File: config.mk
export PLATFORM = sky130hd
export DESIGN_NAME = sum_diff_decoder
export DESIGN_NICKNAME = d
export VERILOG_FILES = /design/src/rtl/sum_diff_pkg.sv /design/src/rtl/svreal_rescale_sat.sv /design/src/rtl/sum_diff_decoder.sv
export SDC_FILE = /design/constraint.sdc
export NUM_CORES = 1
export LEC_CHECK = 0
export CORE_MARGIN = 5
export CORE_UTILIZATION = 45
export DETAILED_ROUTE_END_ITERATION = 10
export PLACE_DENSITY = 0.79
export SLEW_MARGIN = 0
export SYNTH_ARGS = -nofsm -noshare
export SYNTH_HDL_FRONTEND = slang
export SYNTH_SLANG_ARGS = --single-unit
File: constraint.sdc
create_clock -name clk -period 3 [get_ports clk]
set_input_delay 0.3 -clock clk [delete_from_list [all_inputs] [get_ports clk]]
set_output_delay 0.3 -clock clk [all_outputs]
set_load 0.05 [all_outputs]
File: src/rtl/sum_diff_pkg.sv
// sum_diff_pkg: default fixed-point formats of the sum/difference decoder and
// helpers that size its exact (lossless) internal datapath.
package sum_diff_pkg;

    localparam int SD_S_WIDTH    = 18;
    localparam int SD_S_EXPONENT = -10;
    localparam int SD_D_WIDTH    = 19;
    localparam int SD_D_EXPONENT = -11;
    localparam int SD_A_WIDTH    = 16;
    localparam int SD_A_EXPONENT = -8;
    localparam int SD_B_WIDTH    = 17;
    localparam int SD_B_EXPONENT = -9;

    function automatic int sd_min_exp(input int s_exp, input int d_exp);
        return (s_exp < d_exp) ? s_exp : d_exp;
    endfunction

    // Width of an operand once left-shifted to the common (finer) exponent.
    function automatic int sd_aligned_width(input int s_w, input int s_exp,
                                            input int d_w, input int d_exp);
        int e;
        int sa;
        int da;
        e  = sd_min_exp(s_exp, d_exp);
        sa = s_w + (s_exp - e);
        da = d_w + (d_exp - e);
        return (sa > da) ? sa : da;
    endfunction

    // One guard bit so that s+d and s-d can never overflow.
    function automatic int sd_sum_width(input int s_w, input int s_exp,
                                        input int d_w, input int d_exp);
        return sd_aligned_width(s_w, s_exp, d_w, d_exp) + 1;
    endfunction

endpackage

File: src/rtl/svreal_rescale_sat.sv
// svreal_rescale_sat: move a signed fixed-point value to a new exponent,
// rounding half-up on right shifts and clamping to the output range.
module svreal_rescale_sat #(
    parameter int IN_WIDTH  = 20,
    parameter int IN_EXP    = -12,
    parameter int OUT_WIDTH = 16,
    parameter int OUT_EXP   = -8
) (
    input  logic signed [IN_WIDTH-1:0]  i_value,
    output logic signed [OUT_WIDTH-1:0] o_value,
    output logic                        o_sat
);

    localparam int K  = OUT_EXP - IN_EXP;
    localparam int W  = (K > 0) ? (((IN_WIDTH > K) ? IN_WIDTH : K) + 1) : (IN_WIDTH - K);
    localparam int WC = ((W > OUT_WIDTH) ? W : OUT_WIDTH) + 1;
    localparam logic signed [WC-1:0] MAXV = {{(WC-OUT_WIDTH+1){1'b0}}, {(OUT_WIDTH-1){1'b1}}};
    localparam logic signed [WC-1:0] MINV = {{(WC-OUT_WIDTH+1){1'b1}}, {(OUT_WIDTH-1){1'b0}}};

    logic signed [W-1:0]  w_ext;
    logic signed [W-1:0]  w_scaled;
    logic signed [WC-1:0] w_wide;
    logic                 w_hi;
    logic                 w_lo;

    assign w_ext = W'(i_value);

    generate
        if (K > 0) begin : g_round
            localparam logic signed [W-1:0] HALF = W'(1) << (K - 1);
            assign w_scaled = (w_ext + HALF) >>> K;
        end else begin : g_shl
            assign w_scaled = w_ext <<< (-K);
        end
    endgenerate

    assign w_wide  = WC'(w_scaled);
    assign w_hi    = w_wide > MAXV;
    assign w_lo    = w_wide < MINV;
    assign o_sat   = w_hi | w_lo;
    assign o_value = w_hi ? MAXV[OUT_WIDTH-1:0] : (w_lo ? MINV[OUT_WIDTH-1:0] : w_wide[OUT_WIDTH-1:0]);

endmodule

File: src/rtl/sum_diff_decoder.sv
// sum_diff_decoder: recovers a=(s+d)/2 and b=(s-d)/2 through a two-stage
// valid/ready pipeline (exact add/sub, then halve, rescale and saturate).
module sum_diff_decoder
    import sum_diff_pkg::*;
#(
    parameter int S_WIDTH    = SD_S_WIDTH,
    parameter int S_EXPONENT = SD_S_EXPONENT,
    parameter int D_WIDTH    = SD_D_WIDTH,
    parameter int D_EXPONENT = SD_D_EXPONENT,
    parameter int A_WIDTH    = SD_A_WIDTH,
    parameter int A_EXPONENT = SD_A_EXPONENT,
    parameter int B_WIDTH    = SD_B_WIDTH,
    parameter int B_EXPONENT = SD_B_EXPONENT
) (
    input  logic                      clk,
    input  logic                      rst_n,
    input  logic                      in_valid,
    output logic                      in_ready,
    input  logic signed [S_WIDTH-1:0] s_value,
    input  logic signed [D_WIDTH-1:0] d_value,
    output logic                      out_valid,
    input  logic                      out_ready,
    output logic signed [A_WIDTH-1:0] a_value,
    output logic signed [B_WIDTH-1:0] b_value,
    output logic                      sat,
    output logic [15:0]               sat_count
);

    localparam int E     = sd_min_exp(S_EXPONENT, D_EXPONENT);
    localparam int SUM_W = sd_sum_width(S_WIDTH, S_EXPONENT, D_WIDTH, D_EXPONENT);

    logic signed [SUM_W-1:0]   w_s_al;
    logic signed [SUM_W-1:0]   w_d_al;
    logic signed [SUM_W-1:0]   r_sum;
    logic signed [SUM_W-1:0]   r_diff;
    logic                      r_s1_valid;
    logic                      w_adv1;
    logic                      w_adv2;
    logic signed [A_WIDTH-1:0] w_a;
    logic signed [B_WIDTH-1:0] w_b;
    logic                      w_sat_a;
    logic                      w_sat_b;

    assign w_s_al = SUM_W'(s_value) <<< (S_EXPONENT - E);
    assign w_d_al = SUM_W'(d_value) <<< (D_EXPONENT - E);

    assign w_adv2   = !out_valid || out_ready;
    assign w_adv1   = !r_s1_valid || w_adv2;
    assign in_ready = w_adv1;

    always_ff @(posedge clk or negedge rst_n) begin
        if (!rst_n) begin
            r_s1_valid <= 1'b0;
            r_sum      <= '0;
            r_diff     <= '0;
        end else if (w_adv1) begin
            r_s1_valid <= in_valid;
            r_sum      <= w_s_al + w_d_al;
            r_diff     <= w_s_al - w_d_al;
        end
    end

    // Halving is free: the stage-1 results are simply read at exponent E-1.
    svreal_rescale_sat #(
        .IN_WIDTH (SUM_W),
        .IN_EXP   (E - 1),
        .OUT_WIDTH(A_WIDTH),
        .OUT_EXP  (A_EXPONENT)
    ) u_rescale_a (
        .i_value(r_sum),
        .o_value(w_a),
        .o_sat  (w_sat_a)
    );

    svreal_rescale_sat #(
        .IN_WIDTH (SUM_W),
        .IN_EXP   (E - 1),
        .OUT_WIDTH(B_WIDTH),
        .OUT_EXP  (B_EXPONENT)
    ) u_rescale_b (
        .i_value(r_diff),
        .o_value(w_b),
        .o_sat  (w_sat_b)
    );

    always_ff @(posedge clk or negedge rst_n) begin
        if (!rst_n) begin
            out_valid <= 1'b0;
            a_value   <= '0;
            b_value   <= '0;
            sat       <= 1'b0;
        end else if (w_adv2) begin
            out_valid <= r_s1_valid;
            a_value   <= w_a;
            b_value   <= w_b;
            sat       <= w_sat_a | w_sat_b;
        end
    end

    always_ff @(posedge clk or negedge rst_n) begin
        if (!rst_n) begin
            sat_count <= '0;
        end else if (out_valid && out_ready && sat && sat_count != 16'hFFFF) begin
            sat_count <= sat_count + 16'd1;
        end
    end

endmodule

# Yosys cells after proc, flatten, opt, wreduce, memory -nomap -nowiden
# Cells that the tools add are included.
# W data, S select, Z words.
totals:
  input_bits: 41
  word_cells: 32
  reg_bits: 92
classes:
  order_cmp: 4
  n_eq_ne: 1
  n_reduce_logical: 7
  muxes: 4
  n_addsub: 5
  n_bitwise: 3
ops:
  columns: ["operator", "count"]
  rows:
  - ["$mux W17", 2]
  - ["$mux W16", 2]
  - ["$add A20 B4 Y21 const B", 1]
  - ["$add A20 B5 Y21 const B", 1]
  - ["$add A19 B19 Y20", 1]
  - ["$sub A19 B19 Y20", 1]
  - ["$gt A18 B17 Y1 const B", 1]
  - ["$lt A18 B17 Y1 const B", 1]
  - ["$gt A17 B16 Y1 const B", 1]
  - ["$lt A17 B16 Y1 const B", 1]
  - ["$add A16 B1 Y16 const B", 1]
  - ["$ne A16 B16 Y1 const B", 1]
  - ["$logic_and A1 B1 Y1", 3]
  - ["$or A1 B1 Y1", 3]
  - ["$logic_not A1 Y1", 2]
  - ["$logic_or A1 B1 Y1", 2]

# Logic depth before layout (Yosys ltp)
depth:
  depth_word: 4
  mapped_depth: 10

# By module
# A second synthesis with hierarchy kept.
unflattened:
  cells_unflattened: 763
  hier_area_um2: 6762.7
modules_own_cells:
  columns: ["module", "instances", "cells_per_inst", "area_each_um2"]
  rows:
  - ["sum_diff_decoder", 1, 582, 5596.6]
  - ["svreal_rescale_sat (u_rescale_b)", 1, 91, 600.6]
  - ["svreal_rescale_sat (u_rescale_a)", 1, 90, 565.5]

# Worst setup path before layout
# No wires, ideal clock.
synth_timing:
  path_type: "input to register"
  from: "in d_value[5]"
  to: "reg r_diff[15]"
  path_buffers: 1
  stages: 10
  required_ps: 2931
  arrival_time_ps: 2401
  setup_time_ps: 69
  path_slack_ps: 530
  path_cell_list: "inv_1 -> ha_1 -> buf_6 -> a211oi_4 -> o21bai_2 -> o41ai_4 -> nor2_2 -> a311o_1 -> or4_1 -> nand3_1"
synth_between:
  elab_chain_len: 1
synth_rtl:
  columns: ["element", "line", "rtl"]
  rows:
  - ["start: declaration", "sum_diff_decoder.sv:20", "input logic signed [D_WIDTH-1:0] d_value,"]
  - ["$sub A19 B19 Y20", "sum_diff_decoder.sv:59", "r_diff <= w_s_al - w_d_al;"]
  - ["end signal: assignment", "sum_diff_decoder.sv:59", null]
  - ["end: declaration", "sum_diff_decoder.sv:35", "logic signed [SUM_W-1:0] r_diff;"]
# Every way passes these cells.
# A chain may end at the register's enable or synchronous reset.

# Worst setup path after layout
layout_timing:
  from: "in d_value[2]"
  to: "reg r_sum[15]"
layout_between:
  elab_chain_len: 1
layout_rtl:
  columns: ["element", "line", "rtl"]
  rows:
  - ["$add A19 B19 Y20", "sum_diff_decoder.sv:58", "r_sum <= w_s_al + w_d_al;"]
  - ["end signal: assignment", "sum_diff_decoder.sv:58", null]
  - ["end: declaration", "sum_diff_decoder.sv:34", "logic signed [SUM_W-1:0] r_sum;"]
# Every way passes these cells.

==> flow_summary.toml <==
[floorplanning]
rows = 40
die_area_sq_mm = 0.0146
ios = 93
die_w_um = 121
core_sq_mm = 0.0120
initial_core_util_pct = 45.9
dieHeight_um = 121

[drt]
dr_total_vias = 4898
viasPerCell = 5.49
wl_met1_mm = 6.50
drc_errors = 0
wl_met2_mm = 6.58
ant_nets = 0
first_iter_violations = 342
dr.pass1.iters = 5
wl_met3_um = 643
wl_per_cell_um = 15.7
routed_wl_mm = 14.0
top_layer = "met4"

[pwr]
internal_power_mw = 2.70
leakage_nw = 3.05
p_clk_share_pct = 23.5
p_switching_mw = 1.80
comb_power_share_pct = 38.8
power_density_mw_per_mm2 = 647
swShare_pct = 40.0
power_frac_seq_pct = 37.6
ir_worst_vdd_mv = 0.318

[final_layout]
fillCellCount = 1098
drive_gt1_share_pct = 7.11
postLayoutCellArea_sq_mm = 0.00697
antenna_cells = 0
syn_to_final_growth_pct = 26.3
final_nets = 820
final_common_cell = "clkdlybuf4s50_1"
final_cell_mix = "clkdlybuf4s50_1 (90), dfrtp_1 (87), nor2_1 (82)"
post-route-util_pct = 58.0

[clocking]
cts_tree = "built"
clock_latency_ns = 0.34
cts_resized = 0
cts_hold_buf = 0
clock_sinks = 87
post_cts_buffers = 0
htreeDepth = 3
cts_made_buffers = 9
root_buffer = "clkbuf_16"
cts_buffer_depth = 2
clk_pin_slew_ns = 0.06

[timing]
min_period_ns = 2.67
rsz0062_at_grt = "no"
max_slew_margin_pct = 28.4
fmax_mhz = 375
slew_viol_final = 0
finalHoldViolCount = 0
period_share_pct = 88.9
setup_violations = 0
skew_ns = 0.00610
tightest_slew_ns = 1.07

[synth]
yosys.area_share.simple_pct = 21.7
synth.distinct_cells = 58
syn_avg_cell_area_sq_um = 8.61
syn_inst = 641
synth-seq-cells = 87
synth.area.mux_share_pct = 0.771
synth-edff-count = 0
synth-compound-area-share_pct = 15.7
syn_nets = 721
synth_top_family_by_area = "simple AND/OR/NAND/NOR gates"
yosysWarningCount = 0
async_flop_share_pct = 100
yosysSeqAreaShare_pct = 39.4
netlist_area_sq_mm = 0.00552
synth_top_flop_cell = "dfrtp_1"
synthXorXnorAreaFrac_pct = 9.36
yosys.area_share.adder_pct = 8.84

[grt]
grt_pass1_wl_mm = 23.6
grt_pass1_vias = 4891
antenna_found_initial = 0
grt_max_degree = 88
track_usage_pct = 19.8
grt_overflow = 0

[critical_path]
cp_max_fo = 3
ff2ff_setup_slack_ns = 0.81
critPathCaptureType = "register"
cp_data_arrival_time_ns = 2.89
worstSetupPathType = "in -> reg"
crit_required_ns = 3.22
start_kind = "input pin"

[place]
dp_hpwl_mm = 11.0
place_congestion = 0.885
placed_cell_area_sq_mm = 0.00668
port_buffers = 92

[flow_run]
cap_violations = 0

[worst_hold_path]
hold_class = "in -> async"

[status]
outcome = "finished clean"
## synthesized netlist by cell type, types with 5 or more instances
| cell type | count | area share [%] |
|---|---|---|
| nand2_1 | 70 | 4.8 |
| clkbuf_1 | 25 | 1.7 |
| nand4_1 | 11 | 1.2 |
| nand2b_1 | 6 | 0.68 |
| and3_1 | 8 | 0.91 |
| ha_1 | 39 | 8.8 |
| nand3_1 | 31 | 2.8 |
| xor2_1 | 22 | 3.5 |
| dfrtp_1 | 87 | 39 |
| nor3_1 | 20 | 1.8 |
| o21ai_0 | 20 | 1.8 |
| xnor2_1 | 37 | 5.9 |
| a21oi_1 | 64 | 5.8 |
| nor2_1 | 82 | 5.6 |
| a31oi_1 | 5 | 0.57 |
| inv_1 | 33 | 2.2 |
| o31ai_1 | 8 | 1.1 |
## power by group through the flow
stage / clock (mW) / combinational (mW) / sequential [mW]
3_5_place_dp: 0 / 1.75 / 1.71
5_1_grt: 1.13 / 1.89 / 1.73
2_1_floorplan: 0 / 0.662 / 2.14
4_1_cts: 1.08 / 1.76 / 1.69
6_report: 1.06 / 1.75 / 1.69
3_3_place_gp: 0 / 1.72 / 1.69
## logic make-up after synthesis
group	after synthesis
compound gates	134
xor+xnor	59
fa+ha+maj	39
buf+inv	60
flops	87
mux	4
simple gates	258
## metal layers
layer | vias up | global-route usage (%)
li1 | 2408 | -
met1 | 2346 | 26.3
met2 | 123 | 32.7
met3 | 21 | 3.27
met4 | 0 | 7.37
met5 | - | 0
## cell type report
cell class | instances | area (sq um) | area share [%]
flip-flops and latches | 87 | 2180 | 31.2
inverters | 33 | 124 | 1.78
multi-input cells | 494 | 3110 | 44.6
well taps | 147 | 184 | 2.64
clock inverters | 4 | 28.8 | 0.413
repair buffers | 115 | 1090 | 15.6
clock buffers | 12 | 256 | 3.68
## through the flow
step,hold slack [ns],instances,TNS (ns),worst slack (ns),power (mW)
after floorplan,0.00441,641,0,0.530,2.81
final,0.155,892,0,0.333,4.51
after global routing,0.277,892,0,0.159,4.75
after detailed placement,0.442,876,-0.0298,-0.0298,3.46
after global placement,0.437,876,0,0.0858,3.41
after CTS,0.213,892,0,0.328,4.53
## registers in the layout, summed over array words and instances (netlist names)
name and count:
a_value 16, b_value 17, out_valid 1, r_diff 18, r_s1_valid 1, r_sum 17, sat 1, sat_count 16
## critical path: stages
cell             delay (ns)
clkdlybuf4s50_1        0.48
inv_1                  0.05
ha_1                   0.29
nor2b_1                0.06
o21ai_0                0.27
a21oi_1                0.20
a2111o_1               0.50
a21boi_0               0.29
buf_4                  0.18
mux2i_1                0.18
nand3_1                0.09
## final timing paths
kind | startpoint | to | cells past startpoint
max | d_value[2] | r_sum[15] | 11
min | rst_n | r_diff[2] | 1
max reg2reg | r_sum[3] | sat | 9
min reg2reg | r_s1_valid | out_valid | 1
max in group asynchronous | rst_n | sat_count[14] | 1
min in group clk | r_s1_valid | out_valid | 1
Power figures use the tool's default switching activity.
